==> config.mk <==
export PLATFORM = sky130hd
export DESIGN_NAME = pe_group_param
export DESIGN_NICKNAME = d
export VERILOG_FILES = /design/src/rtl/pe_group_param.sv
export SDC_FILE = /design/constraint.sdc
export NUM_CORES = 1
export LEC_CHECK = 0
export BUFFER_PORTS_ARGS = -buffer_cell sky130_fd_sc_hd__buf_2
export CAP_MARGIN = 30
export CORE_MARGIN = 5
export CORE_UTILIZATION = 62
export CTS_CLUSTER_DIAMETER = 80
export DETAILED_ROUTE_END_ITERATION = 7
export GPL_TIMING_DRIVEN = 1
export PLACE_DENSITY_LB_ADDON = 0.1
export RECOVER_POWER = 25
export REMOVE_ABC_BUFFERS = 1
export SETUP_SLACK_MARGIN = 0.5
export SLEW_MARGIN = 20
export SYNTH_ARGS = -nofsm -noshare
export SYNTH_HDL_FRONTEND = slang
export SYNTH_SLANG_ARGS = --single-unit
==> constraint.sdc <==
create_clock -name clk -period 6.1 [get_ports clk]
set_input_delay 0.61 -clock clk [delete_from_list [all_inputs] [get_ports clk]]
set_output_delay 0.61 -clock clk [all_outputs]
set_load 0.02 [all_outputs]
==> src/rtl/pe_group_param.sv <==
// TAPS-lane signed dot-product engine with row accumulation, round/shift/saturate
// quantization, optional ReLU, and write-back valid/drain handshakes.
module pe_group_param #(
    parameter int TAPS = 5,
    parameter int DW   = 8,
    parameter int OW   = 11,
    parameter int ACCW = 24
) (
    input  logic                 clk,
    input  logic                 rst,
    input  logic                 en,
    input  logic                 clear,
    input  logic                 in_valid,
    input  logic                 in_last,
    input  logic [TAPS*DW-1:0]   ifmap,
    input  logic [TAPS*DW-1:0]   weight,
    input  logic [3:0]           qshift,
    input  logic                 relu_en,
    output logic [OW-1:0]        out_data,
    output logic                 out_valid,
    output logic                 out_sat,
    output logic                 busy,
    output logic                 wb_done
);

    localparam int PW = 2 * DW;
    localparam int SW = PW + $clog2(TAPS);

    localparam logic signed [ACCW:0] MAX_Q = {{(ACCW + 2 - OW){1'b0}}, {(OW - 1){1'b1}}};
    localparam logic signed [ACCW:0] MIN_Q = {{(ACCW + 2 - OW){1'b1}}, {(OW - 1){1'b0}}};
    localparam logic signed [ACCW:0] ONE_Q = {{ACCW{1'b0}}, 1'b1};

    // One extra bit of headroom so the rounding offset can never wrap.
    function automatic logic signed [ACCW:0] round_shift(
        input logic signed [ACCW-1:0] t,
        input logic [3:0]             sh
    );
        logic signed [ACCW:0] x;
        logic signed [ACCW:0] half;
        x    = (ACCW + 1)'(t);
        half = '0;
        if (sh != 4'd0) begin
            half = ONE_Q <<< (sh - 4'd1);
        end
        return (x + half) >>> sh;
    endfunction

    // Returns {saturated, clamped value}.
    function automatic logic [OW:0] saturate(input logic signed [ACCW:0] r);
        if (r > MAX_Q) begin
            return {1'b1, MAX_Q[OW-1:0]};
        end else if (r < MIN_Q) begin
            return {1'b1, MIN_Q[OW-1:0]};
        end
        return {1'b0, r[OW-1:0]};
    endfunction

    logic signed [PW-1:0]   prod_p1 [TAPS];
    logic                   vld_p1;
    logic                   last_p1;
    logic signed [SW-1:0]   sum_p2;
    logic                   vld_p2;
    logic                   last_p2;
    logic signed [ACCW-1:0] acc;
    logic                   pend;
    logic                   busy_prev;

    logic signed [SW-1:0]   sum_c;
    logic signed [ACCW-1:0] sum_ext;
    logic signed [ACCW-1:0] t_c;
    logic signed [ACCW:0]   r_c;
    logic [OW:0]            sat_c;
    logic signed [OW-1:0]   q_data;
    logic                   q_sat;
    logic                   pend_n;

    // ---- stage 1 -> stage 2 boundary: lane products feed the adder tree
    always_comb begin
        sum_c = '0;
        for (int i = 0; i < TAPS; i++) begin
            sum_c = sum_c + SW'(prod_p1[i]);
        end
    end

    always_ff @(posedge clk) begin
        if (en) begin
            for (int i = 0; i < TAPS; i++) begin
                prod_p1[i] <= $signed(ifmap[i*DW +: DW]) * $signed(weight[i*DW +: DW]);
            end
            sum_p2 <= sum_c;
        end
    end

    // ---- stage 3: accumulate, then quantize on the last row of a group
    assign sum_ext = ACCW'(sum_p2);
    assign t_c     = (pend ? acc : '0) + sum_ext;
    assign r_c     = round_shift(t_c, qshift);
    assign sat_c   = saturate(r_c);
    assign q_sat   = sat_c[OW];
    assign pend_n  = vld_p2 ? !last_p2 : pend;

    always_comb begin
        q_data = sat_c[OW-1:0];
        if (relu_en && q_data[OW-1]) begin
            q_data = '0;
        end
    end

    always_ff @(posedge clk or negedge rst) begin
        if (!rst) begin
            vld_p1    <= 1'b0;
            last_p1   <= 1'b0;
            vld_p2    <= 1'b0;
            last_p2   <= 1'b0;
            acc       <= '0;
            pend      <= 1'b0;
            out_data  <= '0;
            out_valid <= 1'b0;
            out_sat   <= 1'b0;
            busy      <= 1'b0;
            busy_prev <= 1'b0;
            wb_done   <= 1'b0;
        end else if (clear) begin
            vld_p1    <= 1'b0;
            last_p1   <= 1'b0;
            vld_p2    <= 1'b0;
            last_p2   <= 1'b0;
            acc       <= '0;
            pend      <= 1'b0;
            out_valid <= 1'b0;
            out_sat   <= 1'b0;
            busy      <= 1'b0;
            busy_prev <= 1'b0;
            wb_done   <= 1'b0;
        end else if (en) begin
            vld_p1  <= in_valid;
            last_p1 <= in_last;
            vld_p2  <= vld_p1;
            last_p2 <= last_p1;
            if (vld_p2 && last_p2) begin
                out_data  <= q_data;
                out_sat   <= q_sat;
                out_valid <= 1'b1;
                acc       <= '0;
            end else begin
                out_valid <= 1'b0;
                if (vld_p2) begin
                    acc <= t_c;
                end
            end
            pend      <= pend_n;
            // busy reflects the register contents that this very edge produces
            busy      <= in_valid | vld_p1 | pend_n;
            busy_prev <= busy;
            wb_done   <= busy_prev & !busy;
        end
    end

endmodule

Word-level counts from Yosys, hierarchy flattened --
Memories as Yosys holds them, arrays and structs flattened. Cells that the tools add are included.
Storage, ports and cells: bits in registers 64, memory bits (writable) 80, bits of input ports 91, output and inout port bits 15, word-level logic and storage cells 82, memories kept 1
Memories:
- prod_p1 | words 5, bits a word 16, read ports 5, clocked after Yosys merged registers in 0, write ports 5, line 58 | logic signed [PW-1:0] prod_p1 [TAPS];
Operators by class: add/subtract/negate cells 7, multiply operators 5, $lt $le $gt $ge 2, shifts and indexed selects 2, mux-type cells 37, bitwise logic cells 4, reduce and logical (&&, ||, !) cells 11
Operator list (count):
- two-way mux 24 bit | 5
- multiplier 8 x 8 -> 16 bit | 5
- two-way mux 12 bit | 3
- two-way mux 1 bit | 27
- adder 24 x 25 -> 25 bit | 1
- greater-than comparator 25 x 11 -> 1 bit, second input constant | 1
- < comparator 25 x 11 -> 1 bit, second input constant | 1
- two-way mux 25 bit | 1
- <<< shifter 2 x 4 -> 25 bit, first input constant | 1
- >>> shifter 25 x 4 -> 25 bit | 1
- adder 24 bit | 1
- adder 18 x 16 -> 19 bit | 1
- adder 19 x 16 -> 19 bit | 1
- adder 17 x 16 -> 18 bit | 1
- adder 16 x 16 -> 17 bit | 1
- two-way mux 11 bit | 1
- AND reduction 2 bit | 2
- nonzero test 2 bit | 2
- nonzero test 4 bit | 1
- subtractor 4 x 1 -> 4 bit, second input constant | 1
- AND reduction 3 bit | 1
- nonzero test 3 bit | 1
- logical AND 1 bit | 2
- zero test 1 bit | 2
- other kinds (3) | 4

Logic depth before layout (Yosys ltp) --
Gate-level depths: netlist (run 1).
word-level depth 12, mapped depth 26, mapped depth without buffers 23

Least setup slack after synthesis (run 1) --
No wires, ideal clock.
kind in2reg, from input port qshift[1], to register out_data[9], library setup time 0.082 ns, data arrival time 5.574 ns, setup slack 0.443 ns, cell stages on the path 24, cells stage by stage buf_2 > inv_1 > clkbuf_1 > buf_1 > nand2_1 > nor3_1 > ha_1 > inv_1 > fa_1 > nor2b_1 > o31ai_1 > a211o_1 > a21oi_1 > o211ai_2 > nor4_4 > mux2_4 > a2111oi_4 > nand3_1 > a21oi_1 > nand4_1 > a22o_1 > a211o_1 > buf_6 > a22oi_2
Between the ends: longest elaborated chain between the ends 11, elaborated cells between the ends (all ways) 14, classes of those cells add/sub: 2; order compare: 2; shift: 2; mux: 6; reduce/logical: 2
Ends and longest elaborated chain:
- start: declaration | line 17 | input logic [3:0] qshift,
- subtractor 4 x 1 -> 4 bit | line 43 | half = ONE_Q <<< (sh - 4'd1);
- <<< shifter 2 x 4 -> 25 bit | line 43
- two-way mux 25 bit | line 42 | if (sh != 4'd0) begin
- adder 24 x 25 -> 25 bit | line 45 | return (x + half) >>> sh;
- >>> shifter 25 x 4 -> 25 bit * | line 45
- < comparator 25 x 11 -> 1 bit | line 52 | end else if (r < MIN_Q) begin
- two-way mux 1 bit | line 52
- two-way mux 1 bit | line 50 | if (r > MAX_Q) begin
- two-way mux 12 bit * | line 55 | return {1'b0, r[OW-1:0]};
- logical AND 1 bit | line 104 | if (relu_en && q_data[OW-1]) begin
- two-way mux 11 bit * | line 104
- end signal: assignment | line 141 | out_data <= q_data;
- end: declaration | line 19 | output logic [OW-1:0] out_data,
Mark *: on every way between the ends. The rest lies on a longest branch, timed or not. A chain may end at the register's enable or synchronous reset.

Worst setup path after layout (run 1) --
from register pend, to register out_sat
Between the ends: longest elaborated chain between the ends 11, elaborated cells between the ends (all ways) 13, classes of those cells add/sub: 2; order compare: 2; shift: 1; mux: 8
Ends and longest elaborated chain:
- start: declaration | line 65 | logic pend;
- start signal: assignment | line 151 | pend <= pend_n;
- two-way mux 24 bit * | line 96 | assign t_c = (pend ? acc : '0) + sum_ext;
- adder 24 bit * | line 96
- adder 24 x 25 -> 25 bit * | line 45
- >>> shifter 25 x 4 -> 25 bit * | line 45
- < comparator 25 x 11 -> 1 bit | line 52
- two-way mux 1 bit | line 52
- two-way mux 1 bit | line 50
- two-way mux 12 bit * | line 55
- two-way mux 1 bit * | line 140 | if (vld_p2 && last_p2) begin
- two-way mux 1 bit * | line 135 | end else if (en) begin
- two-way mux 1 bit * | line 123 | end else if (clear) begin
- end signal: assignment | line 142 | out_sat <= q_sat;
- end: declaration | line 21 | output logic out_sat,
Mark *: on every way between the ends. The rest lies on a longest branch, timed or not. The select of a mux whose other input is x is not followed.

==> metrics.md, run 1 <==
| Metric | Value |
|---|---|
| Worst setup SP type | flip-flop |
| Number of library cell types mapped by synthesis | 92 |
| Flip-flop and latch count after synthesis | 144 |
| Via count of the routed design | 16447 |
| Placer's final routability congestion estimate | 0.8892 |
| Arrival time of data at the critical path endpoint | 5.92 ns |
| Placeable core region | 0.03566 mm² |
| Post-CTS clock slew at the launch and capture registers of the worst setup and hold paths | 0.07 ns |
| Number of H-tree levels | 4 |
| Worst setup skew after layout | 0.01055 ns |
| Detailed-route vias per instance | 5.687 |
| Worst path max stage delay | 0.45 ns |
| Crit-path max FO | 6 |
| Cell with the biggest individual delay on the critical path | sky130_fd_sc_hd__dfrtp_2 |
| Largest cells by area after synthesis | sky130_fd_sc_hd__fa_1 (29%), sky130_fd_sc_hd__edfxtp_1 (13%), sky130_fd_sc_hd__ha_1 (11%) |
| Worst setup path category | reg -> reg |
| Pin count of the biggest net entering global routing | 62 |
| # DRC | 0 |
| Upper clock frequency limit | 0.1777 GHz |
| Synth Warn # | 0 |
| Diode count | 0 |
| Kind of end point of the critical path | flip-flop |
| Maximum clock path buffer count | 2 |
| Die span in y | 200.1 µm |
| Cell Area, Synth | 0.02242 mm² |
| EDFF count, synth | 99 |
| Hold WC Path Type | in -> async |
| Number of nets in the layout | 3039 |
| Worst hold margin | 0.4158 ns |
| Internal power consumption | 7.463 mW |
| Post-route setup TNS | 0 ns |
| Switching fraction of total power | 0.4668 |
| Antenna violation net count after detailed routing | 0 |
| First DRT Iteration DRCs | 838 |
| Leakage dissipation | 11.59 nW |
| Instance count of the mapped netlist | 2287 |
| Width of the chip | 200.1 µm |
| Number of maximum-capacitance constraint violations | 2 |
| TritonCTS Buffers | 17 |
| Outcome | finished with violations |
| Number of pins exceeding their max-slew limit in the final report | 81 |
| Final worst-path cycle share | 0.9227 |
| Total global routing track utilization | 0.2521 |
| Syn avg cell area | 9.801 µm² |
| Portion of synthesized cell area occupied by the leading cell type | 0.2920 |
| Via count of the first global-routing pass | 17126 |
| Sequential share of the synthesized area | 0.1829 |
| Drt pass-1 iters | 5 |
| Commonest cells in the synthesized netlist | sky130_fd_sc_hd__inv_1 (387), sky130_fd_sc_hd__fa_1 (327), sky130_fd_sc_hd__and2_1 (225) |
| Cell accounting for the most synthesized area | sky130_fd_sc_hd__fa_1 |
| Clock share of power | 0.071 |
| Number of buffers added to fix hold violations after cts | 0 |
| I/O Buffers | 105 |
| Actual slew at the worst max-slew pin | 3.064 ns |
| Sequential share of power | 0.165 |
| Final setup violation count | 0 |
| Peak supply drop | 0.0006510 V |
| Post-synthesis to final-layout area growth | 10.30% |
| Primary FF master, synth | sky130_fd_sc_hd__edfxtp_1 |
| Violated checks | capacitance limit, slew limit |
| Wire length of the first global-routing pass | 84500 µm |
| Placement Rows | 69 |
| Endpoints failing hold | 0 |
| Proportion of power drawn by combinational gates | 0.764 |
| Initial standard-cell utilization of the core | 0.6287 |
| Power density cells | 566.1 mW/mm² |
| CTS sink cnt | 144 |
| WL final | 49730 µm |
| Met2 wire len | 24660 µm |
| Aggregate global routing overflow | 0 |
| Die footprint | 0.04006 mm² |
| DR WL met3 | 2078 µm |
| Post-DR wirelength/cell | 17.19 µm |
| Share of synthesized registers carrying an async set or reset | 0.3125 |
| Minimum clock period after layout | 5.628 ns |
| Fraction of layout cells with a size suffix above 1 | 0.1267 |
| Setup repair after global routing missed its margin | true |
| HPWL after detailed placement | 40780 µm |
| Max Used Layer | met4 |
| Most numerous cell in the Yosys netlist | sky130_fd_sc_hd__inv_1 |
| TritonCTS clock tree | done |
| Antenna violations before repair | 0 |
| I/O Pins | 106 |
| Cell at the root of the clock tree | sky130_fd_sc_hd__clkbuf_16 |
| Worst Path Required | 6.40 ns |
| Clock insertion delay at the later pin of the skew report | 0.43 ns |
| DRT met1 WL | 22000 µm |
| Net switching power | 6.533 mW |
| Slew headroom | -1.043 |
state kept, by name (all words and copies together) (netlist names):
| name | count |
|---|---|
| wb_done | 1 |
| out_data | 11 |
| acc | 24 |
| prod_p1 | 80 |
| vld_p2 | 1 |
| busy_prev | 1 |
| last_p1 | 1 |
| out_valid | 1 |
| pend | 1 |
| vld_p1 | 1 |
| sum_p2 | 19 |
| out_sat | 1 |
| busy | 1 |
| last_p2 | 1 |
power by group through the flow:
stage	Sequential (mW)	Combinational, mW	Clock (mW)
after floorplan	2.19	8.13	0
after global placement	2.33	9.89	0
after detailed placement	2.32	10.2	0
after CTS	2.31	10.4	1.02
after global routing	2.34	12.2	1.06
final	2.31	10.7	1.00
per-layer routing:
| layer | vias up | track usage |
|---|---|---|
| li1 | 7759 | - |
| met1 | 8254 | 0.3529 |
| met2 | 372 | 0.4284 |
| met3 | 62 | 0.02975 |
| met4 | 0 | 0.05606 |
| met5 | - | 0 |
placed cells by master, fill, tap and decap left out, types with 7 or more instances in the layout:
master	Yosys	final
sky130_fd_sc_hd__inv_1	387	387
sky130_fd_sc_hd__fa_1	327	326
sky130_fd_sc_hd__and2_1	225	217
sky130_fd_sc_hd__ha_1	203	189
sky130_fd_sc_hd__nand2_1	169	169
sky130_fd_sc_hd__a21oi_1	118	109
sky130_fd_sc_hd__buf_2	12	99
sky130_fd_sc_hd__edfxtp_1	99	99
sky130_fd_sc_hd__xnor2_1	92	90
sky130_fd_sc_hd__nor2_1	82	79
sky130_fd_sc_hd__buf_4	1	49
sky130_fd_sc_hd__dfrtp_1	45	44
sky130_fd_sc_hd__o21ai_0	49	42
sky130_fd_sc_hd__nand2b_1	37	37
sky130_fd_sc_hd__xor2_1	33	32
sky130_fd_sc_hd__a21o_1	30	30
sky130_fd_sc_hd__o21bai_1	30	30
sky130_fd_sc_hd__mux2i_1	30	29
sky130_fd_sc_hd__a22o_1	20	20
sky130_fd_sc_hd__clkbuf_16	0	17
sky130_fd_sc_hd__a211oi_1	20	16
sky130_fd_sc_hd__nand3_1	20	16
sky130_fd_sc_hd__o21a_1	14	14
sky130_fd_sc_hd__nor3_1	14	12
sky130_fd_sc_hd__o211ai_1	11	11
sky130_fd_sc_hd__o21ai_1	6	10
sky130_fd_sc_hd__a31oi_1	12	10
sky130_fd_sc_hd__a22oi_2	10	10
sky130_fd_sc_hd__nand4_1	9	9
sky130_fd_sc_hd__a21oi_2	1	9
sky130_fd_sc_hd__or2_2	9	9
sky130_fd_sc_hd__clkbuf_1	28	9
sky130_fd_sc_hd__ha_4	0	8
sky130_fd_sc_hd__nor2b_1	7	7
sky130_fd_sc_hd__and3_1	8	7
critical path, delay by kind of cell (launching register included):
family | cells | cell delay [ns]
AO/OA/AOI/OAI | 13 | 2.42
AND/OR/NAND/NOR | 5 | 1.01
multiplexers | 2 | 0.44
flip-flops | 1 | 0.45
adder cells (fa/ha/maj) | 3 | 0.82
buffers and inverters | 2 | 0.32
stage by stage:
step / util / instance area (µm²) / worst slack [ns] / cells / power, mW
2_1_floorplan: - / 22200 / 0.1147 / 2238 / 10.32
3_3_place_gp: 0.6611 / 23570 / 0.2420 / 2839 / 12.22
3_5_place_dp: 0.6617 / 23590 / 0.1726 / 2840 / 12.55
4_1_cts: 0.6843 / 24400 / 0.4181 / 2880 / 13.75
5_1_grt: 0.6934 / 24720 / 0.2216 / 2892 / 15.64
6_report: 0.6934 / 24720 / 0.4718 / 2892 / 14.00
path summary, 6_finish.rpt:
path / start / to / slack [ns] / cells past startpoint
worst max-delay path: pend / out_sat / 0.47 / 25
worst min-delay path: rst / acc[3] / 0.42 / 1
worst max register to register: pend / out_sat / 0.47 / 25
worst min register to register: acc[19] / acc[19] / 0.49 / 2
max in group asynchronous: rst / pend / 3.48 / 2
min in group clk: in_last / last_p1 / 0.42 / 3
logic make-up after synthesis:
logic type	synth area share
and+or+nand+nor	0.1432
adders and majority gates	0.4054
buffers and inverters	0.07491
AOI/OAI and AO/OA	0.1260
DFF	0.1829
xor gates and xnor gates	0.04884
muxes	0.01859
other	0.0001673
what timing repair did:
item / 4_1_cts / 5_1_grt
pin swaps: 26 / 35
setup buffers: 8 / 12
endpoints found under the setup margin: 12 / 14
resized for setup: 40 / 55
area by class of cell:
class	count	area, µm²
Tap cell	461	576.8
Sequential cell	144	4100
Timing Repair Buffer	161	958.4
Multi-Input combinational cell	1705	17080
Inverter	389	1460
Clock buffer	18	429.2
Fill cell	2778	10930
Clock inverter	14	120.1
No activity file was read; power rests on OpenSTA's default activity.
==> run 2, diff against run 1 <==
CORE_ASPECT_RATIO = 0.5   (was not set)
CORE_UTILIZATION = 42   (was 62)
==> run 2 against run 1 <==
The flow still finishes with violations (capacitance limit, slew limit); die area is 46% higher; register-to-register slack worse by 0.03 ns; global-route usage is 7.0 points lower; non-clock buffer count is 15 higher; cell count is 8.9% higher; critical path depth is 2 lower; worst setup slack worse by 0.035 ns; count of clock-buffer cells in the layout is 1 lower; via count is 1.5% lower; flip-flop and latch count stayed put; critical path type unchanged.
==> metrics.md, run 2 (same netlist as run 1, synthesis figures left out) <==
| Metric | Value |
|---|---|
| Outcome | finished with violations |
| Violated checks | capacitance limit, slew limit |
| First DRT Iteration DRCs | 771 (-8.0%) |
| Number of pins exceeding their max-slew limit in the final report | 111 (+37%) |
| Hold WC Path Type | in -> reg |
| Pin count of the biggest net entering global routing | 65 (+4.8%) |
| Worst Path Required | 6.41 ns (about the same) |
| Upper clock frequency limit | 0.1766 GHz (-0.61%) |
| Wire length of the first global-routing pass | 86790 µm (+2.7%) |
| Total global routing track utilization | 0.1820 (-0.07004) |
| Fraction of layout cells with a size suffix above 1 | 0.1349 (+0.008162) |
| Die footprint | 0.05837 mm² (+46%) |
| Top cell family by delay on the critical path | compound AO/OA/AOI/OAI gates |
| Aggregate global routing overflow | 0 (unchanged) |
| Die span in y | 173.4 µm (-13%) |
| Placement Rows | 59 (-14%) |
| Antenna violation net count after detailed routing | 0 (unchanged) |
| Leading cell types in the layout, fill and taps excluded | sky130_fd_sc_hd__inv_1 (387), sky130_fd_sc_hd__fa_1 (326), sky130_fd_sc_hd__and2_1 (215), sky130_fd_sc_hd__ha_1 (193), sky130_fd_sc_hd__nand2_1 (166) |
| Maximum clock path buffer count | 2 (unchanged) |
| Worst setup skew after layout | 0.01710 ns (+0.006549 ns) |
| Post-synthesis to final-layout area growth | 12.87% |
| Worst setup path category | reg -> reg |
| Worst path most repeated cell | sky130_fd_sc_hd__buf_4 |
| Number of nets in the layout | 3055 (+0.53%) |
| Cell area after placement | 0.02386 mm² (+1.1%) |
| Number of flip-flops under the largest register name | 80 (unchanged) |
| Most common cell after layout, fill and taps aside | sky130_fd_sc_hd__inv_1 |
| Arrival time of data at the critical path endpoint | 5.98 ns (+0.06 ns) |
| Setup repair after global routing missed its margin | true |
| Fill cells | 5033 (+81%) |
| Via count of the first global-routing pass | 16798 (-1.9%) |
| TritonCTS clock tree | done |
| # DRC | 0 (unchanged) |
| Worst setup SP type | flip-flop |
| Actual slew at the worst max-slew pin | 3.545 ns (+0.4812 ns) |
| Dpl cells | 3077 (+8.3%) |
| Bufs and invs on worst path | 4 (+2) |
| WL final | 52020 µm (+4.6%) |
| TritonCTS Buffers | 17 (unchanged) |
| Hold wc startpoint | relu_en |
| Endpoints failing hold | 0 (unchanged) |
| Worst-case setup margin in the final layout | 0.4371 ns (-0.03475 ns) |
| Cell depth of the worst flop-to-flop path | 23 (-8.0%) |
| Minimum clock period after layout | 5.663 ns (+0.03475 ns) |
| Cell at the root of the clock tree | sky130_fd_sc_hd__clkbuf_16 |
| Worst path max stage delay | 0.49 ns (+0.04 ns) |
| Kind of end point of the critical path | flip-flop |
| Cell-by-cell listing of the critical path | and2_4 > ha_4 > fa_2 > buf_4 > buf_4 > a21o_1 > a21oi_1 > xnor2_1 > ha_1 > a21oi_1 > o21ai_1 > o211ai_1 > buf_4 > a211oi_1 > or3_1 > a31oi_1 > mux2i_2 > or4_1 > nor4b_1 > a211oi_1 > o32ai_4 > buf_6 > a22oi_2 |
| Worst reg-to-reg setup slack | 0.44 ns (-0.03 ns) |
| Number of maximum-capacitance constraint violations | 2 (unchanged) |
| Via count of the routed design | 16206 (-1.5%) |
| Post-CTS clock slew at the launch and capture registers of the worst setup and hold paths | 0.07 ns (about the same) |
| End point of the worst hold path | out_data[10] |
| Antenna violations before repair | 5 (+5) |
| Terminus of the critical flop-to-flop path | out_data[0] |
| Diode count | 0 (unchanged) |
| Clock insertion delay at the later pin of the skew report | 0.46 ns (+0.03 ns) |
| Slew headroom | -1.363 (-0.3208) |
| CTS sink cnt | 144 (unchanged) |
| Post-placement worst setup slack | 0.03244 ns (-0.1402 ns) |
| Detailed-route vias per instance | 5.148 (-9.5%) |
| Number of cells traversed by the worst hold path | 2 |
| Placeable core region | 0.05241 mm² (+47%) |
| Drt pass-1 iters | 5 (unchanged) |
| Initial standard-cell utilization of the core | 0.4277 (-0.2010) |
| I/O Pins | 106 (unchanged) |
| Largest registers in the final layout | prod_p1 x80, acc x24, sum_p2 x19 |
| Top register by number of flip-flops | prod_p1 |
| Number of buffers added to fix hold violations after cts | 0 (unchanged) |
| Post-DR wirelength/cell | 16.53 µm (-3.9%) |
| Final instance count without filler cells | 3148 (+8.9%) |
| Placer's final routability congestion estimate | 0.8622 (-3.0%) |
| Final design instance area without fill | 0.02530 mm² (+2.3%) |
| Post-route setup TNS | 0 ns (unchanged) |
| Source of the worst register-to-register timing path | pend |
| Final worst-path cycle share | 0.9283 (+0.005696) |
| HPWL after detailed placement | 42350 µm (+3.8%) |
| Width of the chip | 336.7 µm (+68%) |
| Crit-path max FO | 6 (unchanged) |
| I/O Buffers | 105 (unchanged) |
| Cell with the biggest individual delay on the critical path | sky130_fd_sc_hd__or4_1 |
| Final setup violation count | 0 (unchanged) |
| Number of H-tree levels | 4 (unchanged) |
==> run 2: cell count changes in the layout (fill, tap and decap cells not counted), sizes merged <==
cell	previous run	this run
buf	153	169
clkinv	4	10
inv	398	394
clkbuf	26	24
a211o	4	5
clkinvlp	1	0
==> run 2: cell type report <==
class	count	area, µm²	share of cell area
tap	701	877.1	0.03467
sequential	144	4099	0.1620
multi-input combinational	1706	17170	0.6788
clock inverter	15	186.4	0.007369
timing repair buffer	176	1077	0.04258
inverter	389	1460	0.05772
clock buffer	17	425.4	0.01682
==> run 2: routing by layer <==
| layer | vias to the layer above | global-route usage | part of all wire | wire length (µm) |
|---|---|---|---|---|
| li1 | 7813 | - | - | - |
| met1 | 8117 | 0.2694 | 0.49 | 25710 |
| met2 | 248 | 0.2944 | 0.47 | 24220 |
| met3 | 28 | 0.02491 | 0.033 | 1733 |
| met4 | 0 | 0.02218 | 0.0068 | 355 |
| met5 | - | 0 | 0 | 0 |
==> run 2: worst max path at each step <==
stage / endpoint / start / cells past startpoint / slack, ns
detailed placement: out_data[9] / pend / 21 / 0.03
floorplan: out_sat / pend / 23 / 0.11
global placement: out_data[9] / pend / 21 / 0.07
CTS: out_data[9] / acc[0] / 24 / 0.43
finish: out_data[0] / pend / 23 / 0.44
global route: out_data[0] / pend / 27 / 0.21
==> run 2: repair_timing <==
action,in CTS,in global routing
pin swaps,39,61
setup endpoints to repair,13,14
cloned,2,0
resized for setup,48,65
setup buffers,23,14
==> run 2: through the flow <==
stage          utilization  hold WS, ns
2_1_floorplan            -       0.3144
3_3_place_gp        0.4552       0.4543
3_5_place_dp        0.4552       0.4673
4_1_cts             0.4751       0.2822
5_1_grt             0.4827       0.3451
6_report            0.4827       0.3582
Power of run 2 is left out: the tool's default activity adds up to more than one toggle a clock period on the data nets, which glitch-free logic cannot reach.
